[src/rtl/conv_pkg.sv]
`default_nettype none
// ============================================================================
//  Module      : conv_pkg
//  Description : Constants and FSM state type shared by the 3x3 convolution
//                sequencer, the accelerator and the host register block.
//  Revision    : 1.0 - initial release
// ============================================================================
package conv_pkg;

  localparam int DW        = 32;  // Q8.24 data word
  localparam int NUM_TAPS  = 9;   // words per filter and per window
  localparam int FRAC_BITS = 24;  // fractional bits of the Q8.24 format

  typedef enum logic [2:0] {
    S_IDLE      = 3'd0,
    S_LOAD_COEF = 3'd1,
    S_FEED      = 3'd2,
    S_WAIT      = 3'd3,
    S_OUTPUT    = 3'd4,
    S_FINISH    = 3'd5
  } conv_seq_state_t;

endpackage
`default_nettype wire

[src/rtl/conv_result_reg.sv]
`default_nettype none
// ============================================================================
//  Module      : conv_result_reg
//  Description : One-entry valid/ready holding register for a window result.
//                Loaded once per window, emptied by the downstream handshake.
//  Revision    : 1.0 - initial release
// ============================================================================
module conv_result_reg #(
  parameter int DW = conv_pkg::DW
) (
  input  logic          clk,
  input  logic          reset,
  input  logic          load,
  input  logic [DW-1:0] load_data,
  output logic [DW-1:0] data,
  output logic          valid,
  input  logic          ready
);

  logic [DW-1:0] r_data;
  logic          r_valid;

  // Hold the captured result until the consumer takes it; data is never
  // cleared so it stays stable for the whole time valid is high.
  always_ff @(posedge clk or negedge reset) begin
    if (!reset) begin
      r_data  <= '0;
      r_valid <= 1'b0;
    end else if (load) begin
      r_data  <= load_data;
      r_valid <= 1'b1;
    end else if (r_valid && ready) begin
      r_valid <= 1'b0;
    end
  end

  assign data  = r_data;
  assign valid = r_valid;

endmodule
`default_nettype wire

[src/rtl/conv_sequencer.sv]
`default_nettype none
// ============================================================================
//  Module      : conv_sequencer
//  Description : Drives one convolution accelerator through a job: optional
//                nine-word coefficient load, then per window nine pixel words,
//                a fixed-latency wait and a result handed out on a stream.
//  Revision    : 1.0 - initial release
// ============================================================================
module conv_sequencer #(
  parameter int DW          = conv_pkg::DW,
  parameter int NUM_TAPS    = conv_pkg::NUM_TAPS,
  parameter int ACC_LATENCY = 2,
  parameter int CNT_W       = 16
) (
  input  logic             clk,
  input  logic             reset,
  input  logic             cfgStart,
  input  logic             cfgReloadCoef,
  input  logic [CNT_W-1:0] cfgNumWindows,
  input  logic [DW-1:0]    coefData,
  input  logic             coefValid,
  output logic             coefReady,
  input  logic [DW-1:0]    pixData,
  input  logic             pixValid,
  output logic             pixReady,
  output logic [DW-1:0]    resData,
  output logic             resValid,
  input  logic             resReady,
  output logic             busy,
  output logic             done,
  output logic [DW-1:0]    accDataIn,
  output logic             accDataValid,
  output logic             accFilter,
  input  logic [DW-1:0]    accDataOut
);
  import conv_pkg::*;

  localparam int TAP_W  = (NUM_TAPS > 1) ? $clog2(NUM_TAPS) : 1;
  localparam int WAIT_W = (ACC_LATENCY > 0) ? $clog2(ACC_LATENCY + 1) : 1;
  localparam logic [TAP_W-1:0]  C_LAST_TAP  = TAP_W'(NUM_TAPS - 1);
  localparam logic [WAIT_W-1:0] C_LAST_WAIT = WAIT_W'(ACC_LATENCY);
  localparam logic [CNT_W-1:0]  C_ONE_WIN   = CNT_W'(1);

  conv_seq_state_t   r_state;
  conv_seq_state_t   w_state_next;
  logic [TAP_W-1:0]  r_tap;
  logic [WAIT_W-1:0] r_wait;
  logic [CNT_W-1:0]  r_windows;
  logic              r_coef_loaded;
  logic [DW-1:0]     r_acc_data;
  logic              r_acc_valid;
  logic              r_acc_filter;

  logic w_coef_hs;
  logic w_pix_hs;
  logic w_res_hs;
  logic w_tap_last;
  logic w_wait_last;
  logic w_capture;
  logic w_enter_tap_state;

  assign w_coef_hs   = coefValid & coefReady;
  assign w_pix_hs    = pixValid & pixReady;
  assign w_res_hs    = resValid & resReady;
  assign w_tap_last  = (r_tap == C_LAST_TAP);
  assign w_wait_last = (r_wait == C_LAST_WAIT);
  // The WAIT state spans ACC_LATENCY+1 cycles starting with the cycle the
  // ninth pixel sits on the accelerator, so the last one sees its result.
  assign w_capture   = (r_state == S_WAIT) && w_wait_last;
  assign w_enter_tap_state = (w_state_next != r_state) &&
                             ((w_state_next == S_LOAD_COEF) || (w_state_next == S_FEED));

  // State register
  always_ff @(posedge clk or negedge reset) begin
    if (!reset) r_state <= S_IDLE;
    else        r_state <= w_state_next;
  end

  // Next-state logic and state-decoded stream/status outputs
  always_comb begin
    w_state_next = r_state;
    coefReady    = 1'b0;
    pixReady     = 1'b0;
    busy         = 1'b1;
    done         = 1'b0;
    case (r_state)
      S_IDLE: begin
        busy = 1'b0;
        if (cfgStart) begin
          if (cfgNumWindows == '0)                  w_state_next = S_FINISH;
          else if (cfgReloadCoef || !r_coef_loaded) w_state_next = S_LOAD_COEF;
          else                                      w_state_next = S_FEED;
        end
      end
      S_LOAD_COEF: begin
        coefReady = 1'b1;
        if (w_coef_hs && w_tap_last) w_state_next = S_FEED;
      end
      S_FEED: begin
        pixReady = 1'b1;
        if (w_pix_hs && w_tap_last) w_state_next = S_WAIT;
      end
      S_WAIT: begin
        if (w_wait_last) w_state_next = S_OUTPUT;
      end
      S_OUTPUT: begin
        if (w_res_hs) w_state_next = (r_windows == C_ONE_WIN) ? S_FINISH : S_FEED;
      end
      S_FINISH: begin
        done         = 1'b1;
        w_state_next = S_IDLE;
      end
      default: begin
        w_state_next = S_IDLE;
      end
    endcase
  end

  // Tap counter: restarts on entry to LOAD_COEF/FEED and wraps after the ninth word
  always_ff @(posedge clk or negedge reset) begin
    if (!reset)                     r_tap <= '0;
    else if (w_enter_tap_state)     r_tap <= '0;
    else if (w_coef_hs || w_pix_hs) r_tap <= w_tap_last ? '0 : r_tap + TAP_W'(1);
  end

  // Latency counter: idles at zero outside WAIT
  always_ff @(posedge clk or negedge reset) begin
    if (!reset)                r_wait <= '0;
    else if (r_state != S_WAIT) r_wait <= '0;
    else if (!w_wait_last)     r_wait <= r_wait + WAIT_W'(1);
  end

  // Window counter: loaded by an accepted start, decremented per delivered result
  always_ff @(posedge clk or negedge reset) begin
    if (!reset)                                r_windows <= '0;
    else if ((r_state == S_IDLE) && cfgStart)  r_windows <= cfgNumWindows;
    else if ((r_state == S_OUTPUT) && w_res_hs) r_windows <= r_windows - C_ONE_WIN;
  end

  // Coefficients stay valid in the accelerator until the next reset
  always_ff @(posedge clk or negedge reset) begin
    if (!reset)                                 r_coef_loaded <= 1'b0;
    else if (w_coef_hs && w_tap_last)           r_coef_loaded <= 1'b1;
  end

  // Registered accelerator drive: one word per accepted handshake, data held on stalls
  always_ff @(posedge clk or negedge reset) begin
    if (!reset) begin
      r_acc_data   <= '0;
      r_acc_valid  <= 1'b0;
      r_acc_filter <= 1'b0;
    end else begin
      r_acc_valid <= w_coef_hs | w_pix_hs;
      if (w_coef_hs) begin
        r_acc_data   <= coefData;
        r_acc_filter <= 1'b1;
      end else if (w_pix_hs) begin
        r_acc_data   <= pixData;
        r_acc_filter <= 1'b0;
      end
    end
  end

  assign accDataIn    = r_acc_data;
  assign accDataValid = r_acc_valid;
  assign accFilter    = r_acc_filter;

  conv_result_reg #(
    .DW (DW)
  ) u_result_reg (
    .clk       (clk),
    .reset     (reset),
    .load      (w_capture),
    .load_data (accDataOut),
    .data      (resData),
    .valid     (resValid),
    .ready     (resReady)
  );

endmodule
`default_nettype wire

[config.mk]
export PLATFORM = sky130hd
export DESIGN_NAME = conv_sequencer
export DESIGN_NICKNAME = d
export VERILOG_FILES = /design/src/rtl/conv_pkg.sv /design/src/rtl/conv_result_reg.sv /design/src/rtl/conv_sequencer.sv
export SDC_FILE = /design/constraint.sdc
export NUM_CORES = 1
export LEC_CHECK = 0
export BUFFER_PORTS_ARGS = -buffer_cell sky130_fd_sc_hd__buf_2
export CAP_MARGIN = 5
export CORE_MARGIN = 4
export CORE_UTILIZATION = 40
export CTS_CLUSTER_DIAMETER = 150
export DETAILED_ROUTE_END_ITERATION = 16
export MAX_ROUTING_LAYER = met4
export PLACE_DENSITY = 0.69
export SETUP_SLACK_MARGIN = 0.02
export SYNTH_ARGS = -nofsm -noshare
export SYNTH_HDL_FRONTEND = slang
export SYNTH_SLANG_ARGS = --single-unit
export TNS_END_PERCENT = 10
[constraint.sdc]
create_clock -name clk -period 5 [get_ports clk]
set_input_delay 0 -clock clk [delete_from_list [all_inputs] [get_ports clk]]
set_output_delay 0 -clock clk [all_outputs]
set_load 0.005 [all_outputs]
## After elaboration in Yosys (flattened, before gate mapping)

Cells that the tools add are included.

| operators by class | value |
|---|---|
| reduce and logical (&&, ||, !) cells | 17 |
| equal/unequal tests | 13 |
| bitwise gates (word level) | 4 |
| mux-type cells | 26 |
| add/subtract/negate cells | 3 |

Operator list:

| kind | count |
|---|---|
| 32-bit two-way mux | 2 |
| 16-bit two-way mux | 2 |
| 3-bit two-way mux | 7 |
| 16-bit by 1-bit == test with 1-bit output (second input constant) | 1 |
| 16-bit logical NOT | 1 |
| 16-bit by 1-bit subtractor with 16-bit output (second input constant) | 1 |
| 3-bit one-hot mux with 5 select lines | 1 |
| 4-bit two-way mux | 3 |
| 3-bit by 2-bit == test with 1-bit output (second input constant) | 3 |
| 1-bit two-way mux | 8 |
| 2-bit nonzero test | 4 |
| 1-bit logical AND | 7 |
| 3-bit by 1-bit == test with 1-bit output (second input constant) | 2 |
| 3-bit == test (second input constant) | 2 |
| 2-bit two-way mux | 3 |
| 4-bit by 1-bit adder with 4-bit output (second input constant) | 1 |
| 4-bit == test (second input constant) | 1 |
| 1-bit bitwise AND | 3 |
| 3-bit logical NOT | 1 |
| 1-bit logical OR | 3 |
| 3-bit by 2-bit inequality test with 1-bit output (second input constant) | 1 |
| 3-bit inequality test | 1 |
| 2-bit by 1-bit adder with 2-bit output (second input constant) | 1 |
| 2-bit == test (second input constant) | 1 |
| 3 further kinds | 3 |

| storage, ports and cells | value |
|---|---|
| output and inout port bits | 71 |
| input port bits | 119 |
| flip-flop bits (word level) | 93 |

## Longest topological paths before layout

Gate-level depths: netlist of the first run.

| logic depth | value |
|---|---|
| word-level depth | 10 |
| mapped depth | 8 |

## Modules after synthesis

From an unflattened synthesis of the first run, not the netlist that was laid out.

| second synthesis, totals | value |
|---|---|
| cells, all modules | 411 |
| area total of the unflattened synthesis | 4529.3 um^2 |

Modules (own cells, without submodules):

| module | area an instance (um^2) | seq. area each (um^2) | instances | cells each |
|---|---|---|---|---|
| conv_sequencer | 3151.8 | 1501.4 | 1 | 340 |
| conv_result_reg | 1377.6 | 825.8 | 1 | 71 |

## Least setup slack after synthesis of the first run

No wires, ideal clock.

| timing path | value |
|---|---|
| path type | reg2reg |
| start | reg r_windows[7] |
| end | reg r_windows[12] |
| setup time | 0.126 ns |
| buffers on the path | 1 |
| path slack | 3.032 ns |
| arrival | 1.842 ns |
| data required time | 4.874 ns |
| period minus slack after synthesis | 1.968 ns |
| stages on the path, launching flop included | 7 |
| path through | dfrtp_1 or3_1 buf_2 or3_4 nor4_4 o21ai_1 a221o_1 |

| between the ends | value |
|---|---|
| cells in the longest elaborated chain, start to end | 3 |

RTL lines:

| what | line | source |
|---|---|---|
| from (decl) | conv_sequencer.sv:48 | `logic [CNT_W-1:0] r_windows;` |
| from (signal assigned) | conv_sequencer.sv:136 | `else if ((r_state == S_IDLE) && cfgStart) r_windows <= cfgNumWindows;` |
| from (signal assigned) | conv_sequencer.sv:137 | `else if ((r_state == S_OUTPUT) && w_res_hs) r_windows <= r_windows - C_ONE_WIN;` |
| 16-bit by 1-bit subtractor with 16-bit output | conv_sequencer.sv:137 |  |
| 16-bit two-way mux | conv_sequencer.sv:137 |  |
| 16-bit two-way mux | conv_sequencer.sv:136 |  |

No other way between the ends. The select of a mux whose other input is x is not followed.
A chain may end at the register's enable or synchronous reset.

## Worst setup path after layout of the first run

| timing path | value |
|---|---|
| start | reg r_state[0] |
| end | reg r_acc_data[19] (netlist: accDataIn[19]) |

| between the ends | value |
|---|---|
| cells in the longest elaborated chain, start to end | 4 |

RTL lines:

| what | line | source |
|---|---|---|
| from (decl) | conv_sequencer.sv:44 | `conv_seq_state_t r_state;` |
| from (signal assigned) | conv_sequencer.sv:76 | `else r_state <= w_state_next;` |
| 3-bit by 1-bit == test with 1-bit output or 3-bit by 2-bit == test with 1-bit output (tied branches) | conv_sequencer.sv:86 | `case (r_state)` |
| 1-bit two-way mux | conv_sequencer.sv:86 |  |
| 1-bit bitwise AND (on tied branches) | conv_sequencer.sv:62, conv_sequencer.sv:63 |  |
| 32-bit two-way mux or 2-bit nonzero test (tied branches) | n/a |  |
| to (signal assigned) | conv_sequencer.sv:155 | `r_acc_data <= coefData;` |
| to (signal assigned) | conv_sequencer.sv:158 | `r_acc_data <= pixData;` |
| to (decl) | conv_sequencer.sv:50 | `logic [DW-1:0] r_acc_data;` |

Several ways; a longest one is shown, not always the timed one.

==> results of run 1 <==
critical path: stages (launching register included):
cell and delay [ps]:
sky130_fd_sc_hd__dfrtp_1 600, sky130_fd_sc_hd__nor2b_1 320, sky130_fd_sc_hd__and2_2 210, sky130_fd_sc_hd__buf_4 470
sky130_fd_sc_hd__o21ai_0 210, sky130_fd_sc_hd__dlygate4sd3_1 590
metrics by stage:
stage                     hold slack [ps]  util [%]  cells  total power, mW
after detailed placement            38.32     52.06    710            2.508
final                               107.1     64.66    839            3.252
after global placement              32.03     52.06    710            2.457
after global routing                112.4     64.66    839            3.510
after CTS                           89.49     64.66    839            3.242
after floorplan                    -295.6         -    402            1.985
cells in the final DEF (no fill, tap or decap), drive strengths merged, types with 4 or more instances in the layout:
master and instances:
a21o 5, a21oi 9, a221o 6, and2 5, buf 194, clkbuf 14
dfrtp 93, dlygate4sd3 114, ha 5, inv 9, mux2 32, mux2i 33
nand2 52, nand4 4, nor2 17, nor3 9, nor3b 5, nor4 11
o21ai 47
final cells by class:
type	instances	area, sq um	area share (%)
flip-flops and latches	93	2327	34.40
repair buffers	308	2127	31.44
multi-input cells	278	1929	28.52
clock buffers	14	172.7	2.552
well taps	136	170.2	2.515
inverters	9	33.78	0.4994
clock inverters	1	5.005	0.07398
synthesized netlist by cell type (2+ instances only):
cell,count,area [sq um]
sky130_fd_sc_hd__o311ai_0,3,26.28
sky130_fd_sc_hd__and2_1,4,25.02
sky130_fd_sc_hd__nor3b_1,5,37.54
sky130_fd_sc_hd__and3b_1,3,26.28
sky130_fd_sc_hd__nand4_1,4,25.02
sky130_fd_sc_hd__nor2b_1,3,18.77
sky130_fd_sc_hd__nand3_1,2,10.01
sky130_fd_sc_hd__nor2_1,17,63.81
sky130_fd_sc_hd__or3_1,2,12.51
sky130_fd_sc_hd__nor4_1,10,62.56
sky130_fd_sc_hd__nand3b_1,3,22.52
sky130_fd_sc_hd__ha_1,5,62.56
sky130_fd_sc_hd__a21oi_1,9,45.04
sky130_fd_sc_hd__or2_2,2,12.51
sky130_fd_sc_hd__nor4b_1,3,26.28
sky130_fd_sc_hd__buf_2,4,20.02
sky130_fd_sc_hd__nand2_1,52,195.2
sky130_fd_sc_hd__o221ai_1,2,17.52
sky130_fd_sc_hd__nor3_1,8,40.04
sky130_fd_sc_hd__a221o_1,6,60.06
sky130_fd_sc_hd__dfrtp_1,93,2327
sky130_fd_sc_hd__a211o_1,2,17.52
sky130_fd_sc_hd__xor2_1,2,17.52
sky130_fd_sc_hd__inv_1,9,33.78
sky130_fd_sc_hd__o21ai_0,46,230.2
sky130_fd_sc_hd__a22oi_1,3,22.52
sky130_fd_sc_hd__mux2_2,32,360.4
sky130_fd_sc_hd__a21o_1,4,30.03
sky130_fd_sc_hd__mux2i_1,33,330.3
sky130_fd_sc_hd__clkbuf_1,16,60.06
worst paths after layout:
path,to,start
min in group asynchronous,u_result_reg.data[10],reset
worst min register to register,r_coef_loaded,r_coef_loaded
max in group asynchronous,accDataIn[18],reset
worst max-delay path,accDataIn[19],r_state[0]
worst min-delay path,accDataValid,coefValid
worst max register to register,accDataIn[19],r_state[0]
registers in the layout, indices dropped and copies added (netlist names), 2 cells and up:
signal             cells
r_windows             16
r_tap                  4
r_wait                 2
u_result_reg.data     32
accDataIn             32
r_state                3
report_power, final:
part | switching, mW | total, mW | internal (mW)
clock | 0.254 | 0.473 | 0.219
combinational | 0.617 | 1.41 | 0.794
sequential | 0.260 | 1.37 | 1.11
total | 1.13 | 3.25 | 2.12
routing by layer:
layer | up-vias | GRT usage [%] | wire, microns
met5 | - | - | 0
met4 | 0 | 11.14 | 499
li1 | 2029 | - | -
met2 | 165 | 38.22 | 7001
met1 | 2010 | 25.67 | 5268
met3 | 46 | 4.528 | 716
cell families after synthesis:
| logic type | Yosys count | share of synthesized area [%] |
|---|---|---|
| AOI/OAI and AO/OA | 82 | 11.46 |
| adders and majority gates | 5 | 1.432 |
| buffers and inverters | 31 | 2.865 |
| DFF | 93 | 53.28 |
| and+or+nand+nor | 123 | 14.55 |
| muxes | 65 | 15.81 |
| xor gates and xnor gates | 3 | 0.6017 |
==> metrics.log, run 1 <==
INFO  metric synth-edff-count = 0
INFO  metric detail-route-antenna-nets = 0
INFO  metric cts_hold_buffers = 114
INFO  metric report.final.hold_viol_count = 0
INFO  metric timing.setup.critical_path_class = flip-flop to flip-flop
INFO  metric drv_slew = 0
INFO  metric gr-usage-all-layers = 22.65%
INFO  metric min_period = 2533 ps
INFO  metric grt_pass1_vias = 4650
INFO  metric fp-row-count = 37
INFO  metric synthArstFlopShare = 100.0%
INFO  metric layout_worst_path_cycle_share = 50.65%
INFO  metric vias = 4250
INFO  metric clk-insertion-delay-late = 360 ps
INFO  metric wirelength = 13.49 mm
INFO  metric mappedNetlistNets = 526
INFO  metric io_buffer_count = 189
INFO  metric clock_tree_from_tritoncts = done
INFO  metric hold_path_depth = 3
INFO  metric synth_area_per_cell = 10.87 sq um
INFO  metric synth-warning-count = 0
INFO  metric finClkSkew = 10.02 ps
INFO  metric final.setup.worst_slack = 2467 ps
INFO  metric layout-drive-gt1-share = 35.28%
INFO  metric clk_transition_reported_paths = 80 ps
INFO  metric drt_drc = 0
INFO  metric resized_cells_post_cts = 0
INFO  metric floorplan.core_area = 10460 sq um
INFO  metric cp.arrival = 2780 ps
INFO  metric max-cap-violations = 0
INFO  metric die_area = 12660 sq um
INFO  metric wire_length_of_the_first_global_routing_pass = 22.58 mm
INFO  metric clock_tree.buffer_depth = 2
INFO  metric final.fill_count = 850
INFO  metric diodes = 0
INFO  metric routed_wire_length_per_instance = 16.08 microns
INFO  metric cts_sinks = 93
INFO  metric globalRoute.totalOverflow = 0
INFO  metric timing.critical_path.required = 5240 ps
INFO  metric start_util = 41.75%
INFO  metric area.growth.synth_to_final = 54.88%
INFO  metric timing.critical_path.from_type = flip-flop
INFO  metric detail_route.first_pass.iterations = 4
INFO  metric worstPathMaxFanout = 66
INFO  metric place_area = 5446 sq um
INFO  metric cts_setup_buffers = 0
INFO  metric die_x = 112.5 microns
INFO  metric postSynthCellCount = 402
INFO  metric netlist_area = 4368 sq um
INFO  metric cts_inserted_buffers = 9
INFO  metric outcome = finished clean
INFO  metric die_h = 112.5 microns
INFO  metric dp_hpwl = 8.531 mm
INFO  metric ys_seq_elements = 93
INFO  metric design.portCount = 190
INFO  metric ys.flop_type = sky130_fd_sc_hd__dfrtp_1
INFO  metric antenna_found_initial = 0
INFO  metric root_buffer_master = sky130_fd_sc_hd__clkbuf_8
INFO  metric dp_slack = 2541 ps
INFO  metric power_leakage = 3.156 nW
INFO  metric post-route-cell-area = 6765 sq um
INFO  metric min_path_type = primary input to flip-flop
INFO  metric vias_per_cell = 5.066
INFO  metric worst_ir_drop_vdd = 257.2 uV
INFO  metric cts.htree.levels = 3
INFO  metric r2r_slack = 2470 ps
INFO  metric post_synth_num_cell_types = 45
INFO  metric routabilityCongestion = 0.8509
INFO  metric detailedRoute.firstIterationViolations = 164
INFO  metric f_max = 0.3949 GHz
INFO  metric synth_sequential_area_ratio = 53.28%
INFO  metric worst_setup_end_kind = flip-flop
INFO  metric tightest_slew = 779.5 ps
INFO  metric grt_max_degree = 67
INFO  metric setup_violations = 0
INFO  metric power_density = 480.7 nW/um^2
INFO  metric relSlewSlack = 47.30%
INFO  metric ff2ff_path_depth = 5
INFO  metric grt_setup_unrepaired = no
INFO  metric design.final.nets = 823
INFO  metric totalNegativeSetupSlack = 0 ps
Power figures use the tool's default switching activity.
==> inputs of run 2 (changes only) <==
clock period = 2.5 ns   (was 5 ns; I/O delays follow)
==> run 2 against run 1 <==
Compared with the run above: sequential power is 100% higher; global-route usage is 0.76 points lower; critical endpoint is now accDataIn[13]; critical path type unchanged; final area is 0.85% higher; routed wire length hardly changed; largest cell class unchanged; die area stayed put.
==> metrics.log, run 2 (synthesized netlist as in run 1, its figures left out) <==
INFO  metric worst_setup_end_kind = flip-flop
INFO  metric wire_length_of_the_first_global_routing_pass = 21.99 mm
INFO  metric max-cap-violations = 0
INFO  metric antenna_found_initial = 0
INFO  metric cp.arrival = 2520 ps
INFO  metric grt_pass1_vias = 4599
INFO  metric diodes = 0
INFO  metric layout_worst_path_cycle_share = 91.48%
INFO  metric clk-insertion-delay-late = 360 ps
INFO  metric fp-row-count = 37
INFO  metric power_density = 966.0 nW/um^2
INFO  metric grt_max_degree = 67
INFO  metric cts_inserted_buffers = 9
INFO  metric min_path_type = primary input to flip-flop
INFO  metric clock_tree.buffer_depth = 2
INFO  metric timing.critical_path.required = 2730 ps
INFO  metric most_frequent_cells_in_the_layout = sky130_fd_sc_hd__buf_2 (188), sky130_fd_sc_hd__dlygate4sd3_1 (113), sky130_fd_sc_hd__dfrtp_1 (91)
INFO  metric gr-usage-all-layers = 21.89%
INFO  metric drv_slew = 0
INFO  metric report.final.hold_viol_count = 0
INFO  metric root_buffer_master = sky130_fd_sc_hd__clkbuf_8
INFO  metric finClkSkew = 7.752 ps
INFO  metric design.final.nets = 823
INFO  metric routabilityCongestion = 0.8825
INFO  metric final.fill_count = 828
INFO  metric cts.htree.levels = 3
INFO  metric tightest_slew = 602.8 ps
INFO  metric die_x = 112.5 microns
INFO  metric worst_ir_drop_vdd = 480.5 uV
INFO  metric mostFrequentLayoutCell = sky130_fd_sc_hd__buf_2
INFO  metric final_core_utilization = 65.21%
INFO  metric die_h = 112.5 microns
INFO  metric timing.critical_path.from_type = flip-flop
INFO  metric globalRoute.totalOverflow = 0
INFO  metric timing.setup.critical_path_class = flip-flop to flip-flop
INFO  metric die_area = 12660 sq um
INFO  metric layout-drive-gt1-share = 36.22%
INFO  metric crit_slowest_cell = sky130_fd_sc_hd__dlygate4sd3_1
INFO  metric detailedRoute.firstIterationViolations = 195
INFO  metric grt_setup_unrepaired = yes
INFO  metric worst_path_buf_inv = 2
INFO  metric start_util = 41.75%
INFO  metric clk_transition_reported_paths = 100 ps
INFO  metric outcome = finished clean
INFO  metric globalRouteMet3Util = 3.720%
INFO  metric power_leakage = 3.169 nW
INFO  metric busiest_layer = met2
INFO  metric worstPathMaxFanout = 66
INFO  metric path_delay_family = buffers and inverters
INFO  metric detail-route-antenna-nets = 0
INFO  metric detail_route.first_pass.iterations = 5
INFO  metric vias = 4289
INFO  metric min_period = 2287 ps
INFO  metric totalNegativeSetupSlack = 0 ps
INFO  metric area.growth.synth_to_final = 56.20%
INFO  metric crit_path_cell_trace = nor2b_1 -> and2_2 -> buf_6 -> o21ai_0 -> dlygate4sd3_1
INFO  metric f_max = 0.4373 GHz
INFO  metric setup_violations = 0
INFO  metric globalRouteMet2Util = 37.43%
INFO  metric wirelength = 13.48 mm
INFO  metric io_buffer_count = 189
INFO  metric drt_drc = 0
INFO  metric floorplan.core_area = 10460 sq um
INFO  metric vias_per_cell = 5.106
INFO  metric r2r_slack = 210 ps
INFO  metric stage_delay_of_the_slowest_cell_on_the_critical_path = 600 ps
INFO  metric dp_hpwl = 8.511 mm
INFO  metric clock_tree_from_tritoncts = done
INFO  metric routed_wire_length_per_instance = 16.04 microns
INFO  metric cts_sinks = 93
INFO  metric grt_util_met1 = 24.44%
INFO  metric relSlewSlack = 59.44%
INFO  metric design.portCount = 190
## run 2: cell count changes in the layout (fill, tap and decap cells not counted), sizes merged
cell         change
clkinv           +1
buf              +1
dlygate4sd3      -1
bufinv           +1
clkbuf           -3
clkinvlp         +2
## run 2: worst min-delay path, cell delays in order
cell                      delay [ps]
sky130_fd_sc_hd__buf_2            90
sky130_fd_sc_hd__mux2i_1          80
sky130_fd_sc_hd__o21ai_0         160
## run 2: cell type report
cell class / count / area [sq um] / share of cell area, %
Sequential cell: 93 / 2330 / 34.15
Timing Repair Buffer: 308 / 2145 / 31.43
Multi-Input combinational cell: 278 / 1934 / 28.35
Tap cell: 136 / 170.2 / 2.494
Clock buffer: 11 / 151.4 / 2.219
Clock inverter: 5 / 58.81 / 0.8619
Inverter: 9 / 33.78 / 0.4951
## run 2: metal layers
layer	wire length, microns	vias to the layer above
li1	-	2035
met2	7006	182
met3	728	52
met5	0	-
met1	5162	2020
met4	577	0
## run 2: through the flow
step / power, mW / hold WS [ps] / area (sq um) / cells / setup WS (ps)
after floorplan: 3.969 / -295.6 / 4368 / 402 / 531.6
after global placement: 4.917 / 43.14 / 5466 / 711 / 437.4
after detailed placement: 5.013 / 52.22 / 5466 / 711 / 295.9
after CTS: 6.551 / 7.305 / 6808 / 840 / 41.65
after global routing: 7.104 / 24.98 / 6823 / 840 / -4.306
final: 6.591 / 8.361 / 6823 / 840 / 213.1
## run 2: worst paths after layout
kind                                from               endpoint  cells past startpoint
max in group asynchronous          reset          accDataIn[18]                      3
hold / removal               pixData[29]          accDataIn[29]                      3
min in group asynchronous          reset  u_result_reg.data[30]                      2
setup / recovery              r_state[0]          accDataIn[13]                      5
setup reg to reg              r_state[0]          accDataIn[13]                      5
hold reg to reg            r_coef_loaded          r_coef_loaded                      1
## run 2: power breakdown
group / internal (mW) / total, mW / switching [mW]
clock: 0.517 / 1.05 / 0.529
sequential: 2.22 / 2.74 / 0.522
combinational: 1.57 / 2.80 / 1.23
## run 2: timing repair
item,4_1_cts,5_1_grt
endpoints found under the setup margin,0,30
setup buffers,0,0
resized for setup,0,5
hold endpoints to repair,125,0
hold buffers,113,0
